## src/rtl/instruction_fetch_unit.sv

```systemverilog
// Instruction fetch unit. It holds the PC and issues word fetches under a
// request/grant protocol. Returned words go into a small in-order FIFO that
// feeds the decoder. A redirect flushes the FIFO, and responses to requests
// already in flight are dropped.
module instruction_fetch_unit #(
    parameter int unsigned     XLEN      = 32,
    parameter logic [XLEN-1:0] RESET_PC  = 32'h0000_0000,
    parameter int unsigned     BUF_DEPTH = 2
) (
    input  logic            clk,
    input  logic            rst_n,
    output logic            imemReq,
    output logic [XLEN-1:0] imemAddr,
    input  logic            imemGnt,
    input  logic            imemRespValid,
    input  logic [XLEN-1:0] imemRespData,
    input  logic            redirectValid,
    input  logic [XLEN-1:0] redirectPc,
    output logic            instValid,
    input  logic            instReady,
    output logic [XLEN-1:0] instruction,
    output logic [XLEN-1:0] instPc
);

    localparam int unsigned CNT_W = $clog2(BUF_DEPTH + 1);
    localparam int unsigned PTR_W = $clog2(BUF_DEPTH);
    localparam int unsigned SUM_W = CNT_W + 1;

    // Registered state
    logic [XLEN-1:0]  pc_q, pc_d;
    logic             running_q;
    logic [CNT_W-1:0] count_q, count_d;
    logic [CNT_W-1:0] outst_q, outst_d;
    logic [CNT_W-1:0] discard_q, discard_d;
    logic [PTR_W-1:0] rd_ptr_q, rd_ptr_d, wr_ptr_q, wr_ptr_d;
    logic [PTR_W-1:0] iq_rd_q, iq_rd_d, iq_wr_q, iq_wr_d;
    logic             valid_q, valid_d;
    logic [XLEN-1:0]  inst_q, inst_d;
    logic [XLEN-1:0]  inst_pc_q, inst_pc_d;

    logic [XLEN-1:0]  fifo_word_q [BUF_DEPTH];
    logic [XLEN-1:0]  fifo_pc_q   [BUF_DEPTH];
    logic [XLEN-1:0]  iq_pc_q     [BUF_DEPTH];

    // Per-cycle events
    logic             pop, grant, push;
    logic [SUM_W-1:0] req_sum;
    logic [CNT_W-1:0] cnt_after_pop;
    logic [XLEN-1:0]  resp_pc;
    logic             unused_redirect_lsb;

    assign unused_redirect_lsb = ^redirectPc[1:0];

    assign imemAddr    = pc_q;
    assign instValid   = valid_q;
    assign instruction = inst_q;
    assign instPc      = inst_pc_q;

    // Request when buffered plus in-flight words, less this cycle's pop, leave room
    always_comb begin
        pop     = valid_q && instReady;
        req_sum = SUM_W'(count_q) + SUM_W'(outst_q) - SUM_W'(pop);
        imemReq = running_q && (req_sum < SUM_W'(BUF_DEPTH));
        grant   = imemReq && imemGnt;
    end

    // Next-state: pc, counters, FIFO pointers and the registered head
    always_comb begin
        resp_pc       = iq_pc_q[iq_rd_q];
        push          = imemRespValid && (discard_q == '0) && !redirectValid;

        pc_d          = grant ? pc_q + XLEN'(4) : pc_q;
        outst_d       = outst_q + CNT_W'(grant) - CNT_W'(imemRespValid);
        discard_d     = (imemRespValid && discard_q != '0) ? discard_q - CNT_W'(1) : discard_q;
        iq_wr_d       = iq_wr_q + PTR_W'(grant);
        iq_rd_d       = iq_rd_q + PTR_W'(imemRespValid);

        rd_ptr_d      = rd_ptr_q + PTR_W'(pop);
        cnt_after_pop = count_q - CNT_W'(pop);
        count_d       = cnt_after_pop + CNT_W'(push);
        wr_ptr_d      = wr_ptr_q + PTR_W'(push);

        if (redirectValid) begin
            pc_d      = {redirectPc[XLEN-1:2], 2'b00};
            discard_d = outst_d;
            count_d   = '0;
            wr_ptr_d  = rd_ptr_d;
        end

        valid_d   = (count_d != '0);
        inst_d    = inst_q;
        inst_pc_d = inst_pc_q;
        if (count_d != '0) begin
            if (cnt_after_pop != '0) begin
                inst_d    = fifo_word_q[rd_ptr_d];
                inst_pc_d = fifo_pc_q[rd_ptr_d];
            end else begin
                inst_d    = imemRespData;
                inst_pc_d = resp_pc;
            end
        end
    end

    // Control state with asynchronous reset
    always_ff @(posedge clk or negedge rst_n) begin
        if (!rst_n) begin
            pc_q      <= RESET_PC;
            running_q <= 1'b0;
            count_q   <= '0;
            outst_q   <= '0;
            discard_q <= '0;
            rd_ptr_q  <= '0;
            wr_ptr_q  <= '0;
            iq_rd_q   <= '0;
            iq_wr_q   <= '0;
            valid_q   <= 1'b0;
            inst_q    <= '0;
            inst_pc_q <= '0;
        end else begin
            pc_q      <= pc_d;
            running_q <= 1'b1;
            count_q   <= count_d;
            outst_q   <= outst_d;
            discard_q <= discard_d;
            rd_ptr_q  <= rd_ptr_d;
            wr_ptr_q  <= wr_ptr_d;
            iq_rd_q   <= iq_rd_d;
            iq_wr_q   <= iq_wr_d;
            valid_q   <= valid_d;
            inst_q    <= inst_d;
            inst_pc_q <= inst_pc_d;
        end
    end

    // FIFO and issue-pc storage; contents only meaningful under the pointers
    always_ff @(posedge clk) begin
        if (push) begin
            fifo_word_q[wr_ptr_q] <= imemRespData;
            fifo_pc_q[wr_ptr_q]   <= resp_pc;
        end
        if (grant) begin
            iq_pc_q[iq_wr_q] <= pc_q;
        end
    end

endmodule

```

## config.mk

```make
export PLATFORM = sky130hd
export DESIGN_NAME = instruction_fetch_unit
export DESIGN_NICKNAME = d
export VERILOG_FILES = /design/src/rtl/instruction_fetch_unit.sv
export SDC_FILE = /design/constraint.sdc
export NUM_CORES = 1
export LEC_CHECK = 0
export ABC_AREA = 0
export CAP_MARGIN = 20
export CORE_ASPECT_RATIO = 1.2
export CORE_MARGIN = 2
export CORE_UTILIZATION = 30
export DETAILED_ROUTE_END_ITERATION = 10
export PLACE_DENSITY = 0.46
export SLEW_MARGIN = 20
export SYNTH_ARGS = -nofsm -noshare
export SYNTH_HDL_FRONTEND = slang
export SYNTH_SLANG_ARGS = --single-unit
```

## constraint.sdc

```tcl
create_clock -name clk -period 6.34 [get_ports clk]
set_input_delay 1.268 -clock clk [delete_from_list [all_inputs] [get_ports clk]]
set_output_delay 1.268 -clock clk [all_outputs]
set_load 0.02 [all_outputs]
```

== Word level (Yosys, flattened, before mapping) ==
Memories as Yosys holds them, arrays and structs flattened.
Cells that the tools add are included.

* Register bits: 108
* RAM bits: 192
* Input port bits: 70
* Output and inout bits: 98
* Word-level logic and storage cells: 53
* Memories: 3

{| class="wikitable"
|+ Memory list
! memory !! words !! width !! rd ports !! clocked after Yosys merged registers in !! wr ports !! line !! source
|-
| fifo_pc_q || 2 || 32 || 1 || 0 || 1 || 42 || <nowiki>logic [XLEN-1:0] fifo_pc_q [BUF_DEPTH];</nowiki>
|-
| fifo_word_q || 2 || 32 || 1 || 0 || 1 || 41 || <nowiki>logic [XLEN-1:0] fifo_word_q [BUF_DEPTH];</nowiki>
|-
| iq_pc_q || 2 || 32 || 1 || 0 || 1 || 43 || <nowiki>logic [XLEN-1:0] iq_pc_q [BUF_DEPTH];</nowiki>
|}

* Add/sub/neg operators: 12
* Magnitude comparators: 1
* Muxes and demuxes: 12
* Reduce and logical (&&, ||, !) cells: 13

{| class="wikitable"
|+ Operator list
! operator !! count
|-
| $mux W32 || 4
|-
| $add A32 B3 Y32 const B || 1
|-
| $reduce_bool A2 Y1 || 5
|-
| $logic_and A1 B1 Y1 || 6
|-
| $mux W2 || 3
|-
| $mux W1 || 5
|-
| $add A1 B1 Y1 || 4
|-
| $add A2 B1 Y2 || 2
|-
| $sub A2 B1 Y2 || 2
|-
| $add A2 B2 Y3 || 1
|-
| $lt A3 B2 Y1 const B || 1
|-
| $sub A3 B1 Y3 || 1
|-
| $logic_not A2 Y1 || 1
|-
| $sub A2 B1 Y2 const B || 1
|-
| $logic_not A1 Y1 || 1
|}

== Depth between registers and ports, before layout ==
Gate-level depths: netlist of run 1.

* Depth after elaboration: 8
* Depth in mapped cells: 14
* Depth with buffers taken out: 14

== Worst setup path after synthesis of run 1 ==
No wires, ideal clock.

* Path type: input-to-reg
* From: in instReady
* To: mem iq_pc_q[1][10], enable pin
* Arrival time: 3554 ps
* Required time: 5950 ps
* Setup slack: 2396 ps
* Stages: 9
* Path buffers: 0
* Cells stage by stage: nand2_1 nor2_1 o21ai_0 fa_1 xor2_1 and3_1 nand2_1 inv_1 ha_1

* Cells in the longest elaborated chain, start to end: 7

{| class="wikitable"
|+ RTL lines
! element !! line !! source
|-
| from (decl) || 20 || <nowiki>input logic instReady,</nowiki>
|-
| $logic_and A1 B1 Y1 || 61 || <nowiki>pop = valid_q && instReady;</nowiki>
|-
| $sub A3 B1 Y3 || 62 || <nowiki>req_sum = SUM_W'(count_q) + SUM_W'(outst_q) - SUM_W'(pop);</nowiki>
|-
| $lt A3 B2 Y1 || 63 || <nowiki>imemReq = running_q && (req_sum < SUM_W'(BUF_DEPTH));</nowiki>
|-
| $logic_and A1 B1 Y1 || 63 ||
|-
| named net imemReq || 12 || <nowiki>output logic imemReq,</nowiki>
|-
| $logic_and A1 B1 Y1 || 64 || <nowiki>grant = imemReq && imemGnt;</nowiki>
|-
| $mux W1 || 141 || <nowiki>if (grant) begin</nowiki>
|-
| $mux W1 (not written as such) || 142 || <nowiki>iq_pc_q[iq_wr_q] <= pc_q;</nowiki>
|-
| to (decl) || 43 ||
|}

The timed path passes the listed nets, and every way through them passes these cells.

== Worst setup path after layout of run 1 ==
* From: in instReady
* To: out imemReq

* Cells in the longest elaborated chain, start to end: 4

{| class="wikitable"
|+ RTL lines
! element !! line
|-
| $logic_and A1 B1 Y1 || 61
|-
| $sub A3 B1 Y3 || 62
|-
| $lt A3 B2 Y1 || 63
|-
| $logic_and A1 B1 Y1 || 63
|-
| to (decl) || 12
|}

Every way passes these cells.

==> results of run 1 <==
## sequential cells by signal, indices dropped and copies added (netlist names)
signal       flops
count_q          2
discard_q        2
fifo_pc_q       60
fifo_word_q     64
imemAddr        30
instPc          30
instValid        1
instruction     32
iq_pc_q         60
iq_rd_q          1
iq_wr_q          1
outst_q          2
rd_ptr_q         1
running_q        1
wr_ptr_q         1
## through the flow
step | util [%] | hold slack (ps)
floorplan | - | 465
global placement | 35.9 | 461
detailed placement | 35.9 | 465
CTS | 38.5 | 479
global route | 38.6 | 494
finish | 38.6 | 474
## cell families (layout without fill, tap and decap cells)
family / Yosys count / after routing / share of synthesized area, %
muxes: 31 / 31 / 2.65
adders and majority gates: 12 / 12 / 1.35
buffers and inverters: 100 / 276 / 3.63
other: 2 / 5 / 0.0641
and+or+nand+nor: 195 / 195 / 7.87
DFF: 288 / 288 / 69.4
xor gates and xnor gates: 36 / 36 / 2.76
AOI/OAI and AO/OA: 224 / 224 / 12.3
## synth_stat cells, drive strengths merged, types with 2 or more instances
library cell,n
a21o,30
a21oi,64
a221oi,30
a31oi,2
and2,6
and3,7
and4,2
buf,33
clkbuf,22
conb,2
dfrtp,104
edfxtp,184
ha,11
inv,44
mux2i,31
nand2,135
nand2b,2
nand3,14
nand4,13
nor2,9
nor4,2
o21ai,66
o2bb2ai,32
or3,2
xnor2,10
xor2,26
## power by group
group	switching [mW]	internal, mW
Sequential	0.245	2.45
Clock	0.722	1.04
Combinational	1.52	1.04
Total	2.49	4.52
## per-layer routing
metal | track usage, % | share of wire (%)
met1 | 18.3 | 45
met2 | 22.9 | 48
met3 | 2.47 | 4.7
met4 | 3.92 | 1.5
met5 | 0 | 0
## layout by cell type (no fill, tap or decap), types with 6 or more instances in the layout
cell type,n
xor2_1,26
and3_1,7
a21o_1,30
clkinv_1,6
nand3_1,12
a21oi_1,64
a221oi_1,30
o2bb2ai_1,32
nand4_1,11
mux2i_1,31
clkbuf_16,31
edfxtp_1,184
o21ai_0,53
nor2_1,8
o21ai_1,12
dfrtp_1,103
inv_1,43
clkbuf_1,7
buf_4,13
xnor2_1,9
ha_1,9
clkdlybuf4s50_1,159
nand2_1,135
## cell type report
cell class / instances / area share, %
Inverter: 45 / 1.13
Clock inverter: 16 / 1.05
Timing Repair Buffer: 175 / 11.7
Clock buffer: 40 / 5.57
Multi-Input combinational cell: 503 / 21.6
Tap cell: 526 / 4.42
Sequential cell: 288 / 54.6
## worst max-delay path, delay by kind of cell
| family | cells | cell delay [ps] |
|---|---|---|
| adders and majority gates | 1 | 430 |
| and+or+nand+nor | 3 | 610 |
| xor gates and xnor gates | 1 | 210 |
| AOI/OAI and AO/OA | 1 | 140 |
| buffers and inverters | 2 | 1070 |
## worst max path at each step
stage | from | end | slack, ps | cells past startpoint
after floorplan | instReady | iq_pc_q[1][10]$_DFFE_PP_ | 2400 | 9
after global placement | instReady | imemReq | 1310 | 8
after detailed placement | instReady | imemReq | 1330 | 8
after CTS | instReady | imemReq | 1310 | 8
after global routing | instReady | imemReq | 1180 | 8
final | instReady | imemReq | 1330 | 8
==> out/results.ini, run 1 <==
[pwr]
power_density_mw_per_mm2=471
finalPower_mw=7.01
peakVddDrop_mv=0.335
power.leakage_nw=5.75

[critical_path]
path_max_fanout=3
worstReg2RegEnd=discard_q[1]$_DFFE_PN0P_
start_kind=primary input
ff2ff_path_depth=14
required_ps=5070
crit_slowest_cell=clkdlybuf4s50_1
path_class=in2out
r2r_start=instValid$_DFF_PN0_
max_stage_delay_ps=610
critPathArrivalTime_ps=3740
cp_cell_sequence=clkdlybuf4s50_1 > nand2_1 > nor2_1 > o21ai_0 > fa_1 > xor2_1 > and3_1 > clkdlybuf4s50_1
crit_path_frequent_cell=clkdlybuf4s50_1
regToRegSetupSlack_ps=3340
cp-end-kind=output port

[logic_synthesis]
synth.avg_cell_area_um2=13.2
synth_seq_cells=288
yosys.cell_types.count=42
synth.top_cell.area_share_pct=47.2
mappedNetlistArea_mm2=0.0117
yosysTopAreaCell=edfxtp_1
synth_cells=888
synth_edf_count=184
yosys-top-cells-area=edfxtp_1 (47%), dfrtp_1 (22%), nand2_1 (4.3%), a21oi_1 (2.7%), mux2i_1 (2.7%)
synth-main-ff-cell=edfxtp_1
seq_area_frac_synth_pct=69.4
ys_warn_count=0
async_flop_share_pct=36.1

[placed_design]
hpwl_um=16600
place_area_mm2=0.0139
routabilityCongestion=0.744
pre_cts_slack_ps=1330
placed_cells=1536
port_buffers=161

[clock_tree]
cts_resized=0
cts_made_buffers=30
cts_tree=built
cts_hold_buf=0
clockRootBuffer=clkbuf_16
clock_sinks=288
htreeDepth=1
clk-insertion-delay-late_ps=560
cts_setup_buffers=0
clockBufferDepth=3
clk_pin_slew_ps=60

[timing]
worst_pin_slew_ps=1010
timing.fmax_ghz=0.200
fin_setup_tns_ps=0
clock_skew_ps=14.5
fin_crit_ps=5010
hold_viol=0
fin_ws_ps=1330
slew_violations=0
finalCritPeriodShare_pct=79.0
setup_viol=0
rsz0062_at_grt=false
slew_headroom_pct=32.8

[cells_and_area]
fin_area_mm2=0.0149
n_antenna_cell=0
nets=1125
final_cells=1593
regArea_mm2=0.00813
area_growth_pct=27.3
fillCellCount=3687
multiInputGateArea_mm2=0.00322
drive_gt1_share_pct=7.12

[floorplan]
die-height_um=220
die_w_um=184
start_util_pct=30.3
die_area_mm2=0.0406
rows=79
ios=168
core_area_mm2=0.0386

[worst_hold_path]
hold_path.class=reg2reg
min_path_cells=2
min-delay-start=instruction[23]$_DFFE_PN0P_
holdPathEnd=instruction[23]$_DFFE_PN0P_

[grt]
grt_max_degree=93
grt.overflow.total=0
antenna_found_initial=0
grt_pass1_wl_um=43000
grt_pass1_vias=7458
grt_usage_pct=13.7

[detailed_routing]
drt_pass1_iterations=5
drt-total-wl_um=27600
ant_nets=0
vias=7256
via_per_inst=4.55
post-route-drc-count=0
first_iter_violations=390
wl_per_cell_um=17.3

[flow_run]
max_cap_viol_count=0

[run_status]
outcome=finished, final reports clean

No activity file was read; power rests on OpenSTA's default activity.
==> inputs of run 2 (changes only) <==
Clock period 6.34 ns to 4.8 ns, I/O delays scaled along.
==> run 2 against run 1 <==
Net effect: clock power grew 39%; non-clock buffer count is the same; sequential cell count is the same; largest cell class unchanged; sequential share of layout area shrank 0.20 points; critical path type unchanged.
==> out/results.ini, run 2 (synthesized netlist as in run 1, its figures left out) <==
[grt]
grt.overflow.total=0
grt_pass1_vias=7551
antenna_found_initial=0
grt_max_degree=126
grt_usage_pct=13.7
grt_pass1_wl_um=43300

[timing]
slew_headroom_pct=31.0
setup_viol=0
timing.fmax_ghz=0.228
fin_crit_ps=4390
finalCritPeriodShare_pct=91.4
fin_hold_ws_ps=472
rsz0062_at_grt=false
hold_viol=0
worst_pin_slew_ps=1030
slew_violations=0
fin_ws_ps=411
clock_skew_ps=23.8
fin_setup_tns_ps=0

[floorplan]
rows=79
die_w_um=184
start_util_pct=30.3
die_area_mm2=0.0406
core_area_mm2=0.0386
die-height_um=220
ios=168

[detailed_routing]
via_per_inst=4.61
wl_per_cell_um=17.4
vias=7345
post-route-drc-count=0
drt-total-wl_um=27800
drt_pass1_iterations=4
first_iter_violations=341
ant_nets=0

[critical_path]
crit_path_frequent_cell=clkdlybuf4s50_1
critPathTopFamily=buffers and inverters
required_ps=3840
regToRegSetupSlack_ps=1830
r2r_start=instValid$_DFF_PN0_
start_kind=primary input
crit_slowest_cell=clkdlybuf4s50_1
critPathArrivalTime_ps=3430
worstReg2RegEnd=discard_q[1]$_DFFE_PN0P_
max_stage_delay_ps=610
cp-end-kind=output port
ff2ff_path_depth=14
critical_path_buf_inv_count=2
path_max_fanout=3
path_class=in2out
cp_cell_sequence=clkdlybuf4s50_1 > nand2_1 > nor2_1 > o21ai_0 > fa_1 > xor2_1 > and3_1 > clkdlybuf4s50_1

[placed_design]
pre_cts_slack_ps=393
port_buffers=161
routabilityCongestion=0.715
hpwl_um=16600

[clock_tree]
cts_made_buffers=30
cts_setup_buffers=0
cts_hold_buf=0
cts_resized=0
clockRootBuffer=clkbuf_16
clk-insertion-delay-late_ps=570
clockBufferDepth=3
cts_tree=built
clk_pin_slew_ps=60
htreeDepth=1
clock_sinks=288

[cells_and_area]
drive_gt1_share_pct=7.78
fillCellCount=3736
area_growth_pct=27.7
layout.cells.most_common=edfxtp_1
nets=1125
final_cell_mix=edfxtp_1 (184), clkdlybuf4s50_1 (159), nand2_1 (135)
largest_register_ffs=64
n_antenna_cell=0
top_regs=fifo_word_q: 64 flops, fifo_pc_q: 60 flops, iq_pc_q: 60 flops
largest_register=fifo_word_q

[flow_run]
max_cap_viol_count=0

[pwr]
power.leakage_nw=5.79
peakVddDrop_mv=0.380
finalPower_mw=9.42
power_density_mw_per_mm2=630

[worst_hold_path]
hold_path.class=reg2reg
min_path_cells=1
holdPathEnd=instPc[29]$_DFFE_PN0P_
min-delay-start=instPc[29]$_DFFE_PN0P_

[run_status]
outcome=finished, final reports clean

==> run 2: where the power goes <==
part | switching [mW] | internal [mW] | total (mW)
registers | 0.330 | 3.24 | 3.57
logic | 2.03 | 1.36 | 3.39
clock network | 0.979 | 1.48 | 2.45
total | 3.34 | 6.08 | 9.42
==> run 2: layout make-up <==
type / instances / area (um^2) / share of cell area [%]
Clock buffer: 37 / 818 / 5.47
Clock inverter: 19 / 229 / 1.53
Inverter: 45 / 169 / 1.13
Multi-Input combinational cell: 503 / 3220 / 21.5
Sequential cell: 288 / 8130 / 54.4
Tap cell: 526 / 658 / 4.40
Timing Repair Buffer: 175 / 1730 / 11.6
==> run 2: metrics by stage <==
step / utilization (%) / cell area (um^2) / cells
after global routing: 38.7 / 15000 / 1593
after global placement: 36.0 / 13900 / 1537
final: 38.7 / 15000 / 1593
after floorplan: - / 11700 / 891
after CTS: 38.7 / 15000 / 1593
after detailed placement: 36.0 / 13900 / 1537
==> run 2: how the worst max path moves through the flow <==
stage,startpoint,end,slack [ps],cells after the start
after CTS,instReady,imemReq,370,8
after detailed placement,instReady,imemReq,390,8
after global placement,instReady,imemReq,370,8
after floorplan,instReady,iq_pc_q[1][10]$_DFFE_PP_,1160,9
final,instReady,imemReq,410,8
after global routing,instReady,imemReq,270,8
==> run 2: metal layers <==
metal	vias to the layer above	track usage (%)	routed length, um
met5	-	0	0
met4	0	3.81	529
met3	40	2.04	1100
met2	153	23.4	13300
met1	3625	18.3	12800
li1	3527	-	-
==> run 2: worst reg2reg max path: cells and delay by family, from the launching register on <==
family	cells	cell delay, ps
AND/OR/NAND/NOR	5	840
XOR/XNOR	3	520
adder cells (fa/ha/maj)	3	910
buffers and inverters	1	40
AO/OA/AOI/OAI	2	230
flip-flops	1	340
